[src/rtl/bit_normalizer.sv]
// Multi-cycle left normalizer: shifts one bit per cycle until the MSB is set,
// reporting the normalized word, its shift count and an all-zero flag.
module bit_normalizer #(
  parameter int WIDTH = 8,
  parameter int SW    = $clog2(WIDTH)
) (
  input  logic             clk,
  input  logic             rst_n,
  input  logic             in_valid,
  output logic             in_ready,
  input  logic [WIDTH-1:0] in_data,
  output logic             out_valid,
  input  logic             out_ready,
  output logic [WIDTH-1:0] out_data,
  output logic [SW-1:0]    out_shift,
  output logic             out_zero
);

  typedef enum logic [1:0] {
    IDLE,
    SHIFT,
    DONE
  } state_t;

  localparam logic [SW-1:0] CMAX = SW'(WIDTH - 1);

  state_t           r_state;
  logic [WIDTH-1:0] r_data;
  logic [SW-1:0]    r_cnt;
  logic             r_zero;

  always_ff @(posedge clk or negedge rst_n) begin
    if (!rst_n) begin
      r_state <= IDLE;
      r_data  <= '0;
      r_cnt   <= '0;
      r_zero  <= 1'b0;
    end else begin
      unique case (r_state)
        IDLE: begin
          if (in_valid) begin
            r_data  <= in_data;
            r_cnt   <= '0;
            r_zero  <= 1'b0;
            r_state <= SHIFT;
          end
        end
        SHIFT: begin
          if (r_data == '0) begin
            r_zero  <= 1'b1;
            r_state <= DONE;
          end else if (r_data[WIDTH-1]) begin
            r_state <= DONE;
          end else begin
            r_data <= r_data << 1;
            // Unreachable for nonzero input, but never wrap.
            if (r_cnt != CMAX) r_cnt <= r_cnt + SW'(1);
          end
        end
        DONE: begin
          if (out_ready) r_state <= IDLE;
        end
        default: r_state <= IDLE;
      endcase
    end
  end

  assign in_ready  = (r_state == IDLE);
  assign out_valid = (r_state == DONE);
  assign out_data  = r_data;
  assign out_shift = r_cnt;
  assign out_zero  = r_zero;

endmodule
[config.mk]
export PLATFORM = sky130hd
export DESIGN_NAME = bit_normalizer
export DESIGN_NICKNAME = d
export VERILOG_FILES = /design/src/rtl/bit_normalizer.sv
export SDC_FILE = /design/constraint.sdc
export NUM_CORES = 1
export LEC_CHECK = 0
export ABC_CLOCK_PERIOD_IN_PS = 2090
export BUFFER_PORTS_ARGS = -buffer_cell sky130_fd_sc_hd__buf_4
export CORE_MARGIN = 2
export CORE_UTILIZATION = 48
export CTS_CLUSTER_DIAMETER = 200
export DETAILED_ROUTE_END_ITERATION = 7
export GPL_TIMING_DRIVEN = 0
export PLACE_DENSITY = 0.77
export SYNTH_ARGS = -nofsm -noshare
export SYNTH_HDL_FRONTEND = slang
export SYNTH_SLANG_ARGS = --single-unit
[constraint.sdc]
create_clock -name clk -period 2.09 [get_ports clk]
set_clock_uncertainty 0.05 [all_clocks]
set_input_delay 0.418 -clock clk [delete_from_list [all_inputs] [get_ports clk]]
set_output_delay 0.418 -clock clk [all_outputs]
set_load 0.01 [all_outputs]
; After elaboration in Yosys (flattened, before gate mapping)
; Index checks and enable logic that the tools add are counted.
; Widths: inputs -> output; s select.
[totals]
regBits = 14
inputBits = 12
out_inout_bits = 14
word_cells = 41
[op_classes]
addsub = 1
n_eq_ne = 10
mux = 17
reduce_logical = 8
[ops]
columns = operator, n
row1 = $mux 8, 3
row2 = $pmux 8 s2, 1
row3 = $mux 3, 4
row4 = $ne 2x2->1 const B, 5
row5 = $reduce_and 3->1, 3
row6 = $logic_not 8->1, 1
row7 = $mux 2, 4
row8 = $ne 3x3->1 const B, 2
row9 = $pmux 2 s3, 1
row10 = $pmux 3 s2, 1
row11 = $reduce_and 5->1, 1
row12 = $reduce_and 4->1, 1
row13 = $add 3x1->3 const B, 1
row14 = $eq 2x1->1 const B, 1
row15 = $eq 2x2->1 const B, 1
row16 = $logic_not 2->1, 1
row17 = $mux 1, 2
row18 = $ne 2x1->1 const B, 1
row19 = $pmux 1 s2, 1
row20 = $reduce_bool 2->1, 1

; Logic depth before layout (Yosys ltp)
; Gate-level depths: netlist (run 1).
[logic_depth]
depth_word = 5
mapped_depth = 6
mapped_depth_nobuf = 6

; Worst setup path before layout (run 1)
; No wires, ideal clock.
[synth_timing]
path_kind = flip-flop to flip-flop
startpoint = register r_data[0] (netlist: out_data[0])
endpoint = register r_data[1] (netlist: out_data[1])
setup_time_ps = 125
arrival_time_ps = 1570
required_time_ps = 1915
path_slack_ps = 345
path_stages_with_launch = 5
period_less_slack_ps = 1745
path_cell_list = dfrtp_1 > or4_4 > o21ai_4 > a21oi_4 > mux2_4
[synth_via]
elab_chain_len = 3
word_cells_on_any_way = 6
cone_classes = 1 x eq/ne / 3 x mux / 2 x reduce/logical
[synth_rtl]
columns = item, line
row1 = "start, declared", 28  ; logic [WIDTH-1:0] r_data;
row2 = "start signal, assigned", 42  ; r_data <= in_data;
row3 = "start signal, assigned", 55  ; r_data <= r_data << 1;
row4 = $logic_not 8->1 or $mux 8 (tied branches), "49, 52"
row5 = $ne 2x2->1 (no source line) or $mux 8 (tied branches), -
row6 = $reduce_and 4->1 (no source line) or $pmux 8 s2 (tied branches), -
; Parallel ways exist; a longest one is shown, timed or not. The select of a mux whose other input is x is not followed.
; A chain may end at the register's enable or synchronous reset.

; Final worst setup path (run 1)
[layout_timing]
startpoint = register r_data[0] (netlist: out_data[0])
endpoint = register r_data[5] (netlist: out_data[5])
[layout_via]
elab_chain_len = 3
[layout_rtl]
columns = item, line
row1 = $logic_not 8->1, 49  ; if (r_data == '0) begin
row2 = $ne 2x2->1 (no source line), -
row3 = $reduce_and 4->1 (no source line), -
; Every way passes these cells.

==> impl_metrics.env, run 1 <==
export IMPL_run_status="completed"
export IMPL_synth_ff_type="dfrtp_1"
export IMPL_grt_max_degree=15
export IMPL_dpl_cell_count=113
export IMPL_synth_cell_types=27
export IMPL_cts_buffer_depth=2
export IMPL_syn_to_final_growth_pct=33.0
export IMPL_wl_mm=1.67
export IMPL_yosys_warnings=0
export IMPL_worstPathRequired_ps=2220
export IMPL_yosysTopAreaCell="dfrtp_1"
export IMPL_cpMaxStageDelayCell="or4_4"
export IMPL_finalPower_mw=1.48
export IMPL_nets=117
export IMPL_hold_violations=0
export IMPL_route_detailed_drc=0
export IMPL_cts_resized_gates=0
export IMPL_root_buffer="clkbuf_4"
export IMPL_cts_hold_buf=1
export IMPL_fin_hold_ws_ps=327
export IMPL_p_sw_mw=0.580
export IMPL_p_comb_share_pct=52.0
export IMPL_initial_utilization_pct=51.2
export IMPL_antenna_found_initial=0
export IMPL_avgSynthCellArea_um2=10.7
export IMPL_die_w_um=44.1
export IMPL_vdd_drop_max_uv=863
export IMPL_die_h_um=44.1
export IMPL_maxSlewViolCount=0
export IMPL_grt_total_usage_pct=20.6
export IMPL_max_stage_delay_ps=580
export IMPL_pre_cts_ws_ps=326
export IMPL_max_slew_worst_pin_slew_ps=441
export IMPL_grt_pass1_vias=637
export IMPL_stdcell_area_um2=1020
export IMPL_cp_start_kind="flip-flop"
export IMPL_max_slew_margin_pct=70.3
export IMPL_cts_sinks=14
export IMPL_post_route_period_util_pct=85.0
export IMPL_core_area_um2=1510
export IMPL_hpwl_mm=1.20
export IMPL_max_freq_mhz=563
export IMPL_ant_nets=0
export IMPL_p_leak_nw=0.507
export IMPL_hp_start="in_data[0]"
export IMPL_syn_cell_area_um2=771
export IMPL_path_cells="or4_4 -> o21ai_4 -> a21oi_4 -> mux2_4"
export IMPL_clkLatencyLatePin_ps=280
export IMPL_die_area_um2=1940
export IMPL_path_clk_slew_ps=90
export IMPL_ys_async_sr_fraction_pct=100
export IMPL_fin_setup_tns_ps=0
export IMPL_hold_class="input port to flip-flop"
export IMPL_drtIter0Drc=4
export IMPL_p_int_mw=0.903
export IMPL_tritoncts="yes"
export IMPL_vias=661
export IMPL_wl_per_cell_um=14.2
export IMPL_finalCriticalPeriod_ps=1780
export IMPL_switching_share_pct=39.1
export IMPL_drt_first_pass_iters=6
export IMPL_clkPwrFrac_pct=13.4
export IMPL_synth_cells=72
export IMPL_worstSetupPathType="flip-flop to flip-flop"
export IMPL_yosysMostFrequentCell="dfrtp_1"
export IMPL_drv_cap=0
export IMPL_cp_arrival_ps=1900
export IMPL_io_pins=26
export IMPL_rsz0062_at_grt="false"
export IMPL_synth_nets=86
export IMPL_post_cts_setup_buffer_count=0
export IMPL_r2r_start="out_data[0]"
export IMPL_drt_vias_per_instance=5.60
export IMPL_diodes=0
export IMPL_synth_common_cells="14 x dfrtp_1, 7 x nand2_1, 6 x nand2b_1, 6 x nor2_1"
export IMPL_grt_ovfl_total=0
export IMPL_htree_levels=1
export IMPL_fin_cells=118
export IMPL_endpoint_kind="flip-flop"
export IMPL_cts_made_buffers=3
export IMPL_pwr_share_seq_pct=34.6
export IMPL_setup_viol=0
export IMPL_r2r_setup_slack_ps=310
export IMPL_synth_edf_count=0
export IMPL_row_count=14
export IMPL_crit_start="out_data[0]"
export IMPL_yosys_top_cells_area="dfrtp_1 45%, mux2_4 9.7%, nand2b_1 4.9%"
export IMPL_final_util_pct=68.0
export IMPL_post_route_cells_drive_above_1_share_pct=39.2
export IMPL_place_congestion=0.797
export IMPL_port_buffers=25
export IMPL_yosysSeqAreaShare_pct=45.5
export IMPL_final_setup_worst_slack_ps=314
export IMPL_dpl_cell_area_um2=978
export IMPL_synth_seq_cells=14
export IMPL_synth_top_area_share_pct=45.5
export IMPL_p_per_area_nw_per_um2=1450
export IMPL_grt_pass1_wl_mm=2.97
export IMPL_cp_max_fo=8
==> worst max-delay path: cells and delay by family (launching register included) <==
kind / cells / cell delay, ps
AND/OR/NAND/NOR: 1 / 580
flip-flops: 1 / 410
multiplexers: 1 / 320
AO/OA/AOI/OAI: 2 / 310
==> final timing paths <==
check,end,depth (start not counted)
setup / recovery,out_data[5],4
hold / removal,out_data[0],3
setup reg to reg,out_data[5],4
hold reg to reg,out_zero,1
max in group asynchronous,out_shift[0],2
min in group asynchronous,out_data[5],2
==> area by class of cell <==
| class | count | area (µm²) |
|---|---|---|
| fill | 116 | 482 |
| multi-input combinational | 53 | 402 |
| sequential | 14 | 350 |
| timing repair buffer | 26 | 198 |
| clock buffer | 4 | 36.3 |
| tap | 16 | 20.0 |
| inverter | 3 | 11.3 |
| buffer | 2 | 7.51 |
==> power by group through the flow <==
stage / clock, mW / sequential [mW] / combinational (mW)
after floorplan: 0 / 0.533 / 0.467
after CTS: 0.202 / 0.512 / 0.783
after global placement: 0 / 0.513 / 0.760
after detailed placement: 0 / 0.516 / 0.776
final: 0.199 / 0.513 / 0.772
after global routing: 0.218 / 0.534 / 0.849
==> per-layer routing <==
| metal | up-vias | track usage, % | share of wire [%] |
|---|---|---|---|
| met3 | 5 | 3.27 | 4.6 |
| met5 | - | 0 | 0 |
| met1 | 321 | 27.4 | 45 |
| li1 | 316 | - | - |
| met2 | 19 | 33.2 | 49 |
| met4 | 0 | 9.09 | 1.8 |
==> sequential cells by signal, indices dropped and copies added (netlist names) <==
register and flops:
out_data 8, out_zero 1, out_shift 3, r_state 2
==> cell usage in the layout (no fill, tap or decap), drive strengths merged <==
cell         instances
clkbuf               6
nor4                 2
or3                  1
o22a                 1
or4                  1
mux2i                1
nand3                1
mux2                 6
a211o                1
o31ai                1
nor3b                1
o21ai                6
nand2b               6
a21oi                4
o2bb2ai              1
inv                  3
ha                   2
a22o                 2
buf                 25
nand2                7
nor2                 6
a21o                 1
nor2b                2
dfrtp               14
dlygate4sd3          1
==> kinds of logic (layout without fill, tap and decap cells) <==
logic type	after synthesis	count (layout)	share of synthesized area, %
simple gates	27	27	19.2
fa+ha+maj	2	2	3.25
buf+inv	5	35	2.44
compound gates	17	17	17.2
mux	7	7	12.5
flops	14	14	45.5
Power figures use the tool's default switching activity.
==> inputs of run 2 (changes only) <==
- ABC_AREA: not set -> 1
- ABC_CLOCK_PERIOD_IN_PS: 2090 -> 1400
- CORE_UTILIZATION: 48 -> 44
- PLACE_DENSITY: 0.77 -> 0.73
- clock period: 2.09 -> 1.4 ns (I/O delays scaled with it)
==> run 2 against run 1 <==
  * Routed wire length increased by 19%
  * Die area increased by 17%
  * Sequential power up 50%
  * Count of clock-buffer cells in the layout down 1
  * Critical endpoint is now in_ready
  * Largest cell class unchanged
  * Largest power group unchanged
==> impl_metrics.env, run 2 <==
export IMPL_run_status="completed"
export IMPL_fin_setup_tns_ps=0
export IMPL_wl_per_cell_um=12.2
export IMPL_synth_common_cells="41 x nand2_1, 14 x dfrtp_1, 10 x nand3_1"
export IMPL_route_detailed_drc=0
export IMPL_max_slew_margin_pct=77.2
export IMPL_max_slew_worst_pin_slew_ps=338
export IMPL_p_per_area_nw_per_um2=2160
export IMPL_synth_nets=122
export IMPL_grt_max_degree=15
export IMPL_synth_edf_count=0
export IMPL_setup_viol=0
export IMPL_fin_cells=163
export IMPL_final_common_cell="nand2_1"
export IMPL_final_cell_mix="41 x nand2_1, 27 x buf_4, 12 x dfrtp_1"
export IMPL_fillers=173
export IMPL_drtIter0Drc=33
export IMPL_grt_total_usage_pct=19.7
export IMPL_port_buffers=25
export IMPL_largest_reg_flops=8
export IMPL_tritoncts="yes"
export IMPL_finalCriticalPeriod_ps=1360
export IMPL_fin_hold_ws_ps=213
export IMPL_post_route_cells_drive_above_1_share_pct=35.5
export IMPL_die_w_um=47.6
export IMPL_htree_levels=1
export IMPL_p_comb_share_pct=58.9
export IMPL_hold_violations=0
export IMPL_cp_arrival_ps=1030
export IMPL_worstSetupPathType="flip-flop to output port"
export IMPL_cts_made_buffers=3
export IMPL_die_area_um2=2260
export IMPL_cts_buffer_depth=2
export IMPL_drt_vias_per_instance=5.12
export IMPL_p_int_mw=1.26
export IMPL_nets=154
export IMPL_die_h_um=47.6
export IMPL_synth_seq_cells=14
export IMPL_vias=835
export IMPL_multi_input_area_um2=453
export IMPL_yosysTopAreaCell="dfrtp_1"
export IMPL_drt_first_pass_iters=4
export IMPL_yosysSeqAreaShare_pct=41.9
export IMPL_root_buffer="clkbuf_4"
export IMPL_worstPathRequired_ps=1070
export IMPL_max_freq_mhz=737
export IMPL_avgSynthCellArea_um2=7.74
export IMPL_hpwl_mm=1.46
export IMPL_antenna_found_initial=0
export IMPL_synth_top_area_share_pct=41.9
export IMPL_ys_async_sr_fraction_pct=100
export IMPL_wl_mm=1.99
export IMPL_path_clk_slew_ps=90
export IMPL_drv_cap=0
export IMPL_yosys_top_cells_area="dfrtp_1 42%, nand2_1 18%, nand3_1 6.0%"
export IMPL_yosys_warnings=0
export IMPL_row_count=15
export IMPL_diodes=0
export IMPL_rsz0062_at_grt="true"
export IMPL_cp_start_kind="flip-flop"
export IMPL_grt_ovfl_total=0
export IMPL_switching_share_pct=47.5
export IMPL_dpl_cell_count=158
export IMPL_clkLatencyLatePin_ps=270
export IMPL_p_leak_nw=0.603
export IMPL_clkPwrFrac_pct=9.1
export IMPL_post_route_period_util_pct=96.9
export IMPL_maxSlewViolCount=0
export IMPL_endpoint_kind="output port"
export IMPL_io_pins=26
export IMPL_synth_cells=108
export IMPL_grt_pass1_wl_mm=3.11
export IMPL_pwr_share_seq_pct=32.0
export IMPL_core_area_um2=1760
export IMPL_place_congestion=0.803
export IMPL_synth_ff_type="dfrtp_1"
export IMPL_ff_latch_area_um2=353
export IMPL_syn_cell_area_um2=836
export IMPL_yosysMostFrequentCell="nand2_1"
export IMPL_final_util_pct=63.2
export IMPL_cp_max_fo=4
export IMPL_ant_nets=0
export IMPL_syn_to_final_growth_pct=33.4
export IMPL_p_sw_mw=1.14
export IMPL_synth_cell_types=20
export IMPL_grt_pass1_vias=687
export IMPL_vdd_drop_max_uv=1140
export IMPL_hold_class="input port to flip-flop"
export IMPL_cts_sinks=14
export IMPL_initial_utilization_pct=47.4
==> run 2: power by group through the flow <==
stage	combinational [mW]	sequential (mW)	clock (mW)
detailed placement	1.40	0.767	0
global placement	1.37	0.759	0
CTS	1.41	0.759	0.224
global route	1.60	0.790	0.238
finish	1.42	0.769	0.218
floorplan	0.881	0.799	0
==> run 2: kinds of logic after synthesis <==
logic type,count (synthesis),synth area share [%]
buffers and inverters,9,5.99
AND/OR/NAND/NOR,75,43.9
adder cells (fa/ha/maj),2,2.99
flip-flops,14,41.9
AO/OA/AOI/OAI,8,5.24
==> run 2: worst paths after layout <==
| check | start | slack, ps | cells after the start | end |
|---|---|---|---|---|
| worst max register to register | out_shift[1] | 40 | 8 | out_shift[0] |
| worst min-delay path | out_ready | 210 | 2 | r_state[1] |
| worst max-delay path | r_state[0] | 40 | 2 | in_ready |
| max in group asynchronous | rst_n | 770 | 2 | out_data[7] |
| worst min register to register | out_zero | 440 | 2 | out_zero |
| min in group asynchronous | rst_n | 340 | 2 | out_data[3] |
==> run 2: per-stage QoR <==
step	setup WS (ps)	instance area (µm²)	total power [mW]
after detailed placement	26.6	1050	2.17
final	43.3	1110	2.40
after global routing	-49.7	1110	2.63
after global placement	53.4	1050	2.13
after CTS	11.0	1090	2.39
after floorplan	69.7	836	1.68
==> run 2: per-layer routing <==
layer	share of wire (%)	wire length (µm)	GRT usage (%)	up-vias
li1	-	-	-	418
met1	47	942	27.1	389
met2	47	928	32.7	26
met3	5.2	103	2.64	2
met4	0.60	12	5.41	0
met5	0	0	0	-
==> run 2: area by class of cell <==
type / count / area share, %
plain buffers: 2 / 1.68
clock buffers: 3 / 2.02
inverters: 7 / 2.81
multi-input cells: 85 / 40.6
flip-flops and latches: 14 / 31.6
well taps: 25 / 2.81
repair buffers: 27 / 18.4
==> run 2: worst max-delay path: stages, from the launching register on <==
cell and delay [ps]:
dfrtp_2 450, nor2_2 170, buf_4 140
==> run 2: what timing repair did <==
| action | in CTS | in global routing |
|---|---|---|
| hold endpoints to repair | 14 | 0 |
| setup buffers | 0 | 1 |
| resized for setup | 0 | 6 |
| endpoints found under the setup margin | 0 | 9 |
| hold buffers | 1 | 0 |
